### config.mk
export PLATFORM = sky130hd
export DESIGN_NAME = fifo_write_arbiter
export DESIGN_NICKNAME = d
export VERILOG_FILES = /design/src/rtl/fifo_write_arbiter.sv
export SDC_FILE = /design/constraint.sdc
export NUM_CORES = 1
export LEC_CHECK = 0
export ABC_AREA = 1
export ABC_CLOCK_PERIOD_IN_PS = 2450
export BUFFER_PORTS_ARGS = -buffer_cell sky130_fd_sc_hd__buf_2
export CAP_MARGIN = 20
export CORE_ASPECT_RATIO = 0.9
export CORE_UTILIZATION = 30
export CTS_CLUSTER_SIZE = 14
export DETAILED_ROUTE_END_ITERATION = 12
export PLACE_DENSITY = 0.63
export SYNTH_ARGS = -nofsm -noshare
export SYNTH_HDL_FRONTEND = slang
export SYNTH_SLANG_ARGS = --single-unit
### constraint.sdc
create_clock -name clk -period 2.45 [get_ports clk]
set_clock_uncertainty 0.2 [all_clocks]
set_input_delay 0.1225 -clock clk [delete_from_list [all_inputs] [get_ports clk]]
set_output_delay 0.1225 -clock clk [all_outputs]
set_load 0.005 [all_outputs]
### src/rtl/fifo_write_arbiter.sv
// Round-robin write-port arbiter for the shared FIFO.
// Bounded bursts; each word tagged with its requester index.
module fifo_write_arbiter #(
  parameter int NUM_REQ    = 4,
  parameter int DATA_WIDTH = 8,
  parameter int TAG_WIDTH  = 2,
  parameter int MAX_BURST  = 4,
  parameter int CNT_WIDTH  = 8
) (
  input  logic                            clk,
  input  logic                            rst,
  input  logic [NUM_REQ-1:0]              req_valid,
  input  logic [NUM_REQ*DATA_WIDTH-1:0]   req_data,
  output logic [NUM_REQ-1:0]              req_ready,
  input  logic                            fifo_full,
  output logic                            fifo_wr_en,
  output logic [TAG_WIDTH+DATA_WIDTH-1:0] fifo_data,
  output logic [TAG_WIDTH-1:0]            grant_id,
  output logic                            busy
);

  typedef enum logic {IDLE, BURST} state_t;

  state_t                state;
  logic [TAG_WIDTH-1:0]  rr_ptr;
  logic [TAG_WIDTH-1:0]  owner;
  logic [TAG_WIDTH-1:0]  pick;
  logic [TAG_WIDTH-1:0]  next_ptr;
  logic [CNT_WIDTH-1:0]  beat_cnt;
  logic [DATA_WIDTH-1:0] own_data;
  logic                  any_valid;
  logic                  own_valid;
  logic                  transfer;
  logic                  last_beat;
  logic                  release_now;

  // Pick the valid requester closest to rr_ptr in rotation order.
  always_comb begin
    int best;
    int d;
    best = NUM_REQ;
    d    = 0;
    pick = '0;
    for (int k = 0; k < NUM_REQ; k++) begin
      d = k - int'(rr_ptr);
      if (d < 0) d = d + NUM_REQ;
      if (req_valid[k] && d < best) begin
        best = d;
        pick = TAG_WIDTH'(k);
      end
    end
  end

  assign any_valid = |req_valid;

  always_comb begin
    own_valid = 1'b0;
    own_data  = '0;
    for (int k = 0; k < NUM_REQ; k++) begin
      if (owner == TAG_WIDTH'(k)) begin
        own_valid = req_valid[k];
        own_data  = req_data[k*DATA_WIDTH +: DATA_WIDTH];
      end
    end
  end

  assign busy = (state == BURST);

  always_comb begin
    req_ready = '0;
    for (int k = 0; k < NUM_REQ; k++) begin
      req_ready[k] = busy && !fifo_full
                     && (owner == TAG_WIDTH'(k));
    end
  end

  assign transfer    = busy && own_valid && !fifo_full;
  assign last_beat   = (beat_cnt == CNT_WIDTH'(MAX_BURST - 1));
  assign release_now = !own_valid || (transfer && last_beat);
  assign next_ptr    = (owner == TAG_WIDTH'(NUM_REQ - 1))
                       ? '0 : owner + 1'b1;

  assign fifo_wr_en = transfer;
  assign fifo_data  = busy ? {owner, own_data} : '0;
  assign grant_id   = owner;

  always_ff @(posedge clk or posedge rst) begin
    if (rst) begin
      state    <= IDLE;
      rr_ptr   <= '0;
      owner    <= '0;
      beat_cnt <= '0;
    end else begin
      unique case (state)
        IDLE: begin
          if (any_valid) begin
            owner    <= pick;
            beat_cnt <= '0;
            state    <= BURST;
          end
        end
        BURST: begin
          if (transfer) beat_cnt <= beat_cnt + 1'b1;
          if (release_now) begin
            state  <= IDLE;
            rr_ptr <= next_ptr;
          end
        end
        default: state <= IDLE;
      endcase
    end
  end

endmodule

==> metrics.csv <==
metric,value,unit
status,"finished, violations left",
violated checks,setup timing,
core area,0.004129,mm²
drt pass-1 iters,4,
most common library cells after synthesis,"nand2_1, o21ai_0, nor2_1",
actual slew at the worst max-slew pin,0.5226,ns
post-layout min period,2.480,ns
critical path buffer and inverter count,4,
largest net degree at the start of global routing,18,
FF-to-FF Start,rr_ptr[1],
# setup viols final,2,
Crit path max-delay family,adder cells,
initial antenna violation count,0,
H-tree lvl count,1,
CTS tree,yes,
Max Cap Viol,0,
Crit Path Class,flip-flop to flip-flop,
Starting Density,31.52,%
first-pass GRT wire length,6.423,mm
"critical path, cell by cell",inv_2 > nand2_2 > a21boi_1 > inv_1 > o21ai_1 > o21ai_1 > ha_1 > inv_1 > nor2_1 > nand2_1 > nand3_2 > nand2_1 > o21ai_1 > ha_1 > inv_1 > nor2_1 > nand2_1 > nand3_2 > o21bai_1,
# IOs,57,
clk_lat worst skew,0.24,ns
Die ar.,0.004605,mm²
asr flop ratio synth,100.0,%
FF-to-FF End,grant_id[0],
layout cells sized above 1,35.74,%
CP Data Required Time,2.41,ns
hold endpoint,beat_cnt[0],
Via density,4.668,
min-delay worst type,primary input to flip-flop,
GRT Resource Usage Total,17.69,%
Root Driver,clkbuf_8,
Post-Route WL,3.789,mm
Worst IR Drop VDD,0.3464,mV
Yosys warnings,0,
mapped cell area,0.001301,mm²
drt wl/cell,11.66,µm
max incr delay on CP,0.38,ns
ys flop type,dfrtp_1,
pre-CTS setup slack,-0.07876,ns
sequential area share after synthesis,25.00,%
final worst-path cycle share,101.2,%
Crit-path slowest cell,dfrtp_1,
Syn Inst Count,202,
Port Buffers,56,
Synth cell types,29,
Inserted Clock Buffers,3,
"Arr. time, crit path",2.44,ns
CP Capture Type,flip-flop,
clock tree buffer depth,2,
Clk pwr share,9.6,%
R2R depth,19,
Layout area overhead,40.58,%
fmax,403.2,MHz
Slew Limit Fails,0,
Yosys reg bits,13,
top-area cell type share of the netlist area,25.00,%
Leak,0.9987,nW
pwr/cell area,1090,mW/mm²
Sw Share,50.02,%
final non-filler cell total,325,
Internal Power,996.4,µW
Iteration-0 DRC Markers,60,
cell depth of the worst min-delay path,4,
# placed instances,310,
GPL Wtd Cong,0.8454,
hold_ws,0.05011,ns
Sw Pwr,997.3,µW
antenna cell count,0,
Hold Fails Final Rpt,0,
vias in the first global route,1446,
cell depth of the worst setup path,19,
Synth Net Count,248,
Worst-path clk slew,0.05,ns
Seq pwr share,18.0,%
Avg Inst Size Synth,6.442,µm²
clock sinks,13,
dominant cell type by area after synthesis,dfrtp_1,
grt total ovfl,0,
CP Max Fanout,3,
Max-slew headroom,65.16,%
RSZ-0062 raised after global routing,yes,
post-route DRC violation count,0,
worst reg2reg setup slack,-0.03,ns
DIE WIDTH,71.42,µm
Die H,64.48,µm
ranking of synthesized cells by area,"dfrtp_1, nand2_1, o21ai_0",
Worst setup SP type,flip-flop,
row count,22,
"EDFF count, synth",0,
setup slack after layout,-0.03037,ns
worst hold start,fifo_full,
combinational power share,72.4,%
total number of vias,1517,
ANT nets after route,0,
# nets final,324,
Detail Placement HPWL,2.848,mm
top-count cell post-synth,nand2_1,
==> kinds of logic after synthesis <==
family                   after synthesis  share of synthesized area (%)
flip-flops                            13                          25.00
XOR/XNOR                               4                          2.693
adder cells (fa/ha/maj)                7                          6.730
AO/OA/AOI/OAI                         57                          23.85
buffers and inverters                 33                          11.35
AND/OR/NAND/NOR                       88                          30.38
==> final cells by class <==
class | count | area [µm²]
clock buffers | 4 | 45.04
inverters | 28 | 117.6
well taps | 48 | 60.06
fillers | 452 | 2300
repair buffers | 76 | 435.4
multi-input cells | 156 | 845.8
flip-flops and latches | 13 | 325.3
==> flip-flops by register name, summed over array words and instances, names as in the netlist <==
name      cells
grant_id      2
rr_ptr        2
beat_cnt      8
busy          1
==> worst max path at each step <==
stage	slack [ns]	from	end
after global placement	-0.05	rr_ptr[1]	grant_id[1]
after CTS	0.005	rr_ptr[1]	grant_id[0]
after floorplan	0.02	rr_ptr[1]	grant_id[0]
final	-0.03	rr_ptr[1]	grant_id[0]
after global routing	-0.27	rr_ptr[1]	grant_id[0]
after detailed placement	-0.08	rr_ptr[1]	grant_id[0]
==> worst register-to-register path, stage by stage, from the launching register on <==
cell and delay [ns]:
dfrtp_1 0.38, inv_2 0.06, nand2_2 0.05, a21boi_1 0.12, inv_1 0.08, o21ai_1 0.09
o21ai_1 0.11, ha_1 0.30, inv_1 0.05, nor2_1 0.03, nand2_1 0.08, nand3_2 0.08
nand2_1 0.06, o21ai_1 0.06, ha_1 0.27, inv_1 0.05, nor2_1 0.03, nand2_1 0.07
nand3_2 0.07, o21bai_1 0.15
==> timing repair <==
item                                    4_1_cts  5_1_grt
pin swaps                                     1        8
hold buffers                                  2        0
endpoints found under the setup margin        2        8
setup buffers                                 9        0
resized for setup                             6        4
gates cloned                                  0        0
endpoints found under the hold margin        15        0
==> stage by stage <==
step                util (%)  TNS (ns)  instance area [µm²]  total power [mW]
finish                 44.30  -0.03449                 1829             1.994
global route           44.30   -0.5052                 1829             2.228
CTS                    44.18         0                 1824             1.986
detailed placement     40.67   -0.1469                 1679             1.725
global placement       40.67  -0.09380                 1679             1.723
floorplan                  -         0                 1301             1.243
==> routing by layer <==
metal	track usage (%)	wire length, µm	part of all wire (%)
met5	0	0	0
met2	29.76	1822	48
met4	4.250	36	0.95
met1	23.60	1855	49
met3	2.955	75	2.0
==> power groups by stage <==
stage	Sequential, mW	Clock (mW)	Combinational [mW]
after floorplan	0.338	0	0.905
after global placement	0.364	0	1.36
after detailed placement	0.363	0	1.36
after CTS	0.363	0.197	1.43
after global routing	0.376	0.207	1.64
final	0.359	0.190	1.44
==> layout by cell type (no fill, tap or decap), drive strengths merged <==
cell type,instances
nand4,2
nor3,1
xnor2,1
a21boi,1
dfrtp,13
xor2,3
nor2,29
o21ai,31
buf,74
inv,28
nand2,44
nand3,11
nor4,1
o22ai,1
o21bai,1
ha,7
a21oi,23
clkbuf,4
dlygate4sd3,2
Power figures use the tool's default switching activity.
